File: src/rtl/debounce_edge.sv
// Purpose: debounce a synchronised input bit into a clean level, rise/fall strobes and a rising-edge count.
// Latency: Level/Rise/Fall appear STABLE_CYCLES edges after Din settles on a new value; all outputs are registered.
// Backpressure: none; Din is sampled every cycle and strobes are single-cycle, non-stallable pulses.
module debounce_edge #(
    parameter int STABLE_CYCLES = 1000,
    parameter int CNT_W         = 16,
    parameter int EVT_W         = 8
) (
    input  logic             Clock,
    input  logic             Resetn,
    input  logic             Din,
    input  logic             Clear,
    output logic             Level,
    output logic             Rise,
    output logic             Fall,
    output logic             Busy,
    output logic [EVT_W-1:0] Count
);

    // Sample index at which a candidate value has been seen STABLE_CYCLES times in a row.
    localparam logic [CNT_W-1:0] LAST_CNT = CNT_W'(STABLE_CYCLES - 1);

    typedef enum logic [1:0] {
        S_LOW    = 2'd0,
        S_CHK_HI = 2'd1,
        S_HIGH   = 2'd2,
        S_CHK_LO = 2'd3
    } state_t;

    state_t           state, state_nxt;
    logic [CNT_W-1:0] cnt, cnt_nxt;
    logic             rise_nxt;
    logic             fall_nxt;
    logic             level_nxt;
    logic             busy_nxt;
    logic [EVT_W-1:0] count_nxt;

    // Next-state, candidate counter and strobe decode.
    always_comb begin
        state_nxt = state;
        cnt_nxt   = cnt;
        rise_nxt  = 1'b0;
        fall_nxt  = 1'b0;
        case (state)
            S_LOW: begin
                if (Din) begin
                    state_nxt = S_CHK_HI;
                    cnt_nxt   = CNT_W'(1);
                end else begin
                    cnt_nxt   = '0;
                end
            end
            S_CHK_HI: begin
                if (!Din) begin
                    // Glitch: drop the candidate silently.
                    state_nxt = S_LOW;
                    cnt_nxt   = '0;
                end else if (cnt == LAST_CNT) begin
                    state_nxt = S_HIGH;
                    cnt_nxt   = '0;
                    rise_nxt  = 1'b1;
                end else begin
                    cnt_nxt   = cnt + CNT_W'(1);
                end
            end
            S_HIGH: begin
                if (!Din) begin
                    state_nxt = S_CHK_LO;
                    cnt_nxt   = CNT_W'(1);
                end else begin
                    cnt_nxt   = '0;
                end
            end
            S_CHK_LO: begin
                if (Din) begin
                    state_nxt = S_HIGH;
                    cnt_nxt   = '0;
                end else if (cnt == LAST_CNT) begin
                    state_nxt = S_LOW;
                    cnt_nxt   = '0;
                    fall_nxt  = 1'b1;
                end else begin
                    cnt_nxt   = cnt + CNT_W'(1);
                end
            end
            default: begin
                state_nxt = S_LOW;
                cnt_nxt   = '0;
            end
        endcase

        // Level and Busy are registered decodes of the state being entered.
        level_nxt = (state_nxt == S_HIGH) || (state_nxt == S_CHK_LO);
        busy_nxt  = (state_nxt == S_CHK_HI) || (state_nxt == S_CHK_LO);

        // Clear wins over a simultaneous accepted rise.
        count_nxt = Count;
        if (Clear) begin
            count_nxt = '0;
        end else if (rise_nxt) begin
            count_nxt = Count + EVT_W'(1);
        end
    end

    // State, counter and registered outputs; reset discards any partial qualification.
    always_ff @(posedge Clock or negedge Resetn) begin
        if (!Resetn) begin
            state <= S_LOW;
            cnt   <= '0;
            Level <= 1'b0;
            Rise  <= 1'b0;
            Fall  <= 1'b0;
            Busy  <= 1'b0;
            Count <= '0;
        end else begin
            state <= state_nxt;
            cnt   <= cnt_nxt;
            Level <= level_nxt;
            Rise  <= rise_nxt;
            Fall  <= fall_nxt;
            Busy  <= busy_nxt;
            Count <= count_nxt;
        end
    end

endmodule

File: config.mk
export PLATFORM = sky130hd
export DESIGN_NAME = debounce_edge
export DESIGN_NICKNAME = d
export VERILOG_FILES = /design/src/rtl/debounce_edge.sv
export SDC_FILE = /design/constraint.sdc
export NUM_CORES = 1
export LEC_CHECK = 0
export CAP_MARGIN = 40
export CORE_ASPECT_RATIO = 1.25
export CORE_MARGIN = 2
export CORE_UTILIZATION = 49
export DETAILED_ROUTE_END_ITERATION = 6
export PLACE_DENSITY = 0.74
export SETUP_SLACK_MARGIN = 0.5
export SLEW_MARGIN = 40
export SYNTH_ARGS = -nofsm -noshare
export SYNTH_HDL_FRONTEND = slang
export SYNTH_SLANG_ARGS = --single-unit
export TNS_END_PERCENT = 20
File: constraint.sdc
create_clock -name Clock -period 2.15 [get_ports Clock]
set_input_delay 0.43 -clock Clock [delete_from_list [all_inputs] [get_ports Clock]]
set_output_delay 0.43 -clock Clock [all_outputs]
set_load 0.01 [all_outputs]
* Word-level counts from Yosys, hierarchy flattened
Cells that the tools add are included.
** Storage, ports and cells
- RAM bits :: 0
- Memory bits (read-only) :: 0
- Logic and storage cells :: 40
- Bits in latches :: 0
- Memories :: 0
- Register bits :: 30
** Operators by class
- Muxes and demuxes :: 20
- Magnitude comparators :: 0
- Reduce and logical (&&, ||, !) cells :: 4
- Eq/ne operators :: 7
- Bitwise operators :: 0
- Div/mod/pow operators :: 0
- $add $sub $neg :: 2
- Shift operators :: 0
- $mul :: 0
** Operator list (count)
- one-hot mux 16 bit (4 select lines) :: 1
- two-way mux 16 bit :: 3
- adder 16 x 1 -> 16 bit (second input constant) :: 1
- equality test 16 x 10 -> 1 bit (second input constant) :: 1
- two-way mux 8 bit :: 2
- two-way mux 2 bit :: 6
- adder 8 x 1 -> 8 bit (second input constant) :: 1
- equality test 2 bit (second input constant) :: 4
- one-hot mux 2 bit (4 select lines) :: 1
- two-way mux 1 bit :: 7
- equality test 2 x 1 -> 1 bit (second input constant) :: 2
- logical NOT 2 bit :: 1
- logical OR 1 bit :: 2
- nonzero test 2 bit :: 1

* Depth between registers and ports, before layout
- Word-level depth :: 6
- Depth in mapped cells :: 7
- Gate-level depth less buffers :: 5

* Worst setup path after synthesis
OpenSTA, ideal clock, no wires.
- Path type :: flip-flop to flip-flop
- From :: register cnt[12]
- To :: register Count[4]
- Data arrival time :: 2210 ps
- Path buffers :: 1
- Path slack :: -138 ps
- Cell stages (with the launch flop) :: 6
- Path through :: dfrtp_1 -> or4_1 -> or4_1 -> buf_2 -> or4_1 -> a21oi_1
** Between the ends
- Word-level cells in the longest chain between the ends :: 5
** Ends and longest elaborated chain
- from (decl) :: RTL line 31 : logic [CNT_W-1:0] cnt, cnt_nxt;
- from (signal assigned) :: RTL line 117 : cnt <= cnt_nxt;
- equality test 16 x 10 -> 1 bit :: RTL line 58 : end else if (cnt == LAST_CNT) begin
- two-way mux 1 bit :: RTL line 58
- two-way mux 1 bit :: RTL line 54 : if (!Din) begin
- two-way mux 1 bit :: RTL line 44 : case (state)
- nonzero test 2 bit (no source line)
- to (signal assigned) :: RTL line 122 : Count <= count_nxt;
- to (decl) :: RTL line 17 : output logic [EVT_W-1:0] Count
Every way passes these cells.
A chain may end at the register's enable or synchronous reset.

* Worst setup path after layout
- From :: register cnt[1]
- To :: register Count[7]
Same word-level chain as after synthesis.

==> impl_metrics.py <==
metrics = {
    "drt": {
        "ant_nets": 0,
        "met2WireLength_mm": 1.606,
        "via_per_inst": 5.599,
        "vias": 1215,
        "first_pass_iters": 4,
        "drtIter0Drc": 39,
        "top_layer": "met4",
        "route.detailed.drc": 0,
        "drt_wl_total_mm": 3.027,
        "wl_met3_um": 144,
        "wl_met1_mm": 1.220,
        "post_drt_wl_per_cell_um": 13.95,
    },
    "power_and_ir_drop": {
        "peakVddDrop_v": 0.0004860,
        "power.leakage_nw": 0.7879,
        "total_power_mw": 0.9484,
        "p_per_area_nw_per_um2": 508.4,
    },
    "critical_path": {
        "start_kind": "flop",
        "cp_max_fo": 7,
        "r2r_start": "cnt[1]$_DFF_PN0_",
        "criticalPathCategory": "flop to flop",
        "r2r_slack_ns": -0.17,
        "crit_end": "Count[7]$_DFFE_PN0P_",
        "r2r_cells": 6,
        "rr_endpoint": "Count[7]$_DFFE_PN0P_",
        "worstPathRequired_ns": 2.42,
        "crit_start": "cnt[1]$_DFF_PN0_",
        "end_kind": "flop",
        "cp.arrival_ns": 2.59,
    },
    "global_route": {
        "grt_antenna_before_repair": 0,
        "grt_first_pass_wirelength_mm": 5.106,
        "grt_use_total_pct": 21.47,
        "grt_max_degree": 30,
        "grt_pass1_vias": 1157,
        "grt.overflow.total": 0,
    },
    "finish": {
        "layout_commonest_cell": "dfrtp_1",
        "final_nets": 188,
        "finalNonFillerCells": 217,
        "diodes": 0,
        "final_cell_mix": "29 x dfrtp_1, 22 x buf_4, 17 x nor2_1, 11 x xnor2_1, 9 x dlygate4sd2_1",
        "final_util_pct": 68.93,
        "area_delta_synth_final_pct": 33.96,
        "drive_above_1_share_pct": 24.04,
    },
    "clock_network": {
        "cts_buffers": 5,
        "cts.clk_slew.worst_paths_ns": 0.08,
        "cts_max_path_buffers": 2,
        "clkLatencyLatePin_ns": 0.34,
        "cts_root_buffer": "clkbuf_4",
        "cts_tree": "built",
        "htreeDepth": 2,
        "clock-sinks": 29,
    },
    "synth": {
        "yosysWarnings": 0,
        "yosys_register_bits": 29,
        "netlist_instances": 140,
        "ys_types": 27,
        "yosysSeqAreaShare_pct": 52.11,
        "netlist_area_um2": 1393,
        "synth.avg_cell_area_um2": 9.947,
        "syn-num-nets": 146,
    },
    "worst_hold_path": {
        "hold_path_class": "input pin to async pin",
    },
    "placement": {
        "gp_congestion": 0.7950,
        "io_buffers": 15,
        "dp_cells": 203,
        "hpwl_mm": 2.001,
    },
    "timing": {
        "rsz0062_at_grt": "true",
        "setup_tns_ns": -0.9536,
        "hold_viol": 0,
        "slew_headroom_pct": 75.06,
        "maxSlewViolCount": 0,
        "fin_crit_sh_pct": 108.1,
        "fin_ws_ns": -0.1742,
        "setup_viol": 8,
        "hold_ws_ns": 0.4617,
        "skew_ns": 0.006564,
        "period_needed_ns": 2.324,
        "fmax_mhz": 430.3,
        "worst_pin_slew_ns": 0.3729,
    },
    "run_status": {
        "status": "finished with violations",
        "failed_checks": "setup timing",
    },
    "floorplanning": {
        "die_area_um2": 3287,
        "initial_utilization_pct": 51.46,
        "core-area_um2": 2706,
        "die_h_um": 63.61,
        "num_io_pins": 16,
        "rows": 21,
        "die_x_um": 51.68,
    },
    "flow_run": {
        "maxCapViolations": 0,
    },
}
[per-layer routing]
metal  global-route usage (%)  vias up
met5                        0        -
met4                    9.868        0
met3                    7.109        5
met2                    36.22       26
met1                    23.87      588
li1                         -      596
[cells in the mapped netlist, drive strengths merged]
| cell | instances | share of area, % |
|---|---|---|
| ha | 2 | 1.8 |
| xor2 | 3 | 1.9 |
| a21oi | 11 | 4.0 |
| nor2 | 17 | 4.6 |
| dfrtp | 29 | 52 |
| mux2 | 1 | 0.81 |
| nand3 | 5 | 1.8 |
| nor3b | 1 | 0.54 |
| buf | 3 | 0.99 |
| nor2b | 1 | 0.45 |
| and2 | 1 | 0.45 |
| or4 | 9 | 4.9 |
| or3b | 1 | 0.63 |
| and3 | 1 | 0.45 |
| inv | 4 | 1.1 |
| nand3b | 2 | 1.1 |
| nor4 | 4 | 1.8 |
| nor3 | 4 | 1.4 |
| or3 | 3 | 1.3 |
| xnor2 | 11 | 6.9 |
| o31ai | 6 | 3.2 |
| or4bb | 1 | 0.81 |
| nand4 | 7 | 3.1 |
| nand2 | 7 | 1.9 |
| clkbuf | 2 | 0.54 |
| o21ai | 4 | 1.4 |
[repair_timing]
item | in CTS | in global routing
hold endpoints to repair | 0 | 0
hold buffers | 0 | 0
endpoints found under the setup margin | 39 | 31
gates cloned | 1 | 0
pin swaps | 8 | 2
gates resized for setup | 17 | 8
buffers inserted | 4 | 1
[where the power goes]
group          switching (mW)  total, mW  internal (mW)
Clock                   0.177      0.307          0.130
Sequential            0.00729      0.562          0.555
Combinational          0.0435     0.0798         0.0363
[sequential cells by signal (all words and copies together), names as in the netlist]
register / cells
Count: 8
Fall: 1
Busy: 1
Rise: 1
state: 1
cnt: 16
Level: 1
[final cells by class]
class	count	area, um2
Multi-Input combinational cell	102	690.7
Tap cell	34	42.54
Fill cell	214	840.8
Sequential cell	29	725.7
Clock buffer	8	48.80
Inverter	4	15.01
Timing Repair Buffer	40	342.8
[kinds of logic (layout without fill, tap and decap cells)]
kind of cell / count (synthesis) / in the layout / share of synthesized area, %
AND/OR/NAND/NOR: 64 / 64 / 25.25
flip-flops: 29 / 29 / 52.11
AO/OA/AOI/OAI: 21 / 21 / 8.625
XOR/XNOR: 14 / 14 / 8.805
buffers and inverters: 9 / 52 / 2.605
adder cells (fa/ha/maj): 2 / 2 / 1.797
multiplexers: 1 / 1 / 0.8086
[metrics by stage]
stage	worst slack [ns]	cell area [um2]
2_1_floorplan	-0.1265	1408
4_1_cts	-0.1188	1829
5_1_grt	-0.2394	1866
3_3_place_gp	-0.1179	1722
6_report	-0.1742	1866
3_5_place_dp	-0.2021	1722
[critical path, cell delays in order, from the launching register on]
cell	delay, ns
dfrtp_1	0.36
ha_2	0.17
or4bb_1	0.44
or4_4	0.57
buf_6	0.15
or4_1	0.44
a21oi_2	0.13
[how the worst min path moves through the flow]
| stage | start | end | slack, ns | cells past startpoint |
|---|---|---|---|---|
| 2_1_floorplan | Resetn | Busy$_DFF_PN0_ | 0.13 | 0 |
| 3_3_place_gp | state[0]$_DFF_PN0_ | state[0]$_DFF_PN0_ | 0.53 | 1 |
| 3_5_place_dp | state[0]$_DFF_PN0_ | state[0]$_DFF_PN0_ | 0.53 | 1 |
| 4_1_cts | Resetn | Level$_DFF_PN0_ | 0.48 | 2 |
| 5_1_grt | Resetn | Level$_DFF_PN0_ | 0.51 | 2 |
| 6_report | Resetn | Count[2]$_DFFE_PN0P_ | 0.46 | 2 |
Power figures use the tool's default switching activity.
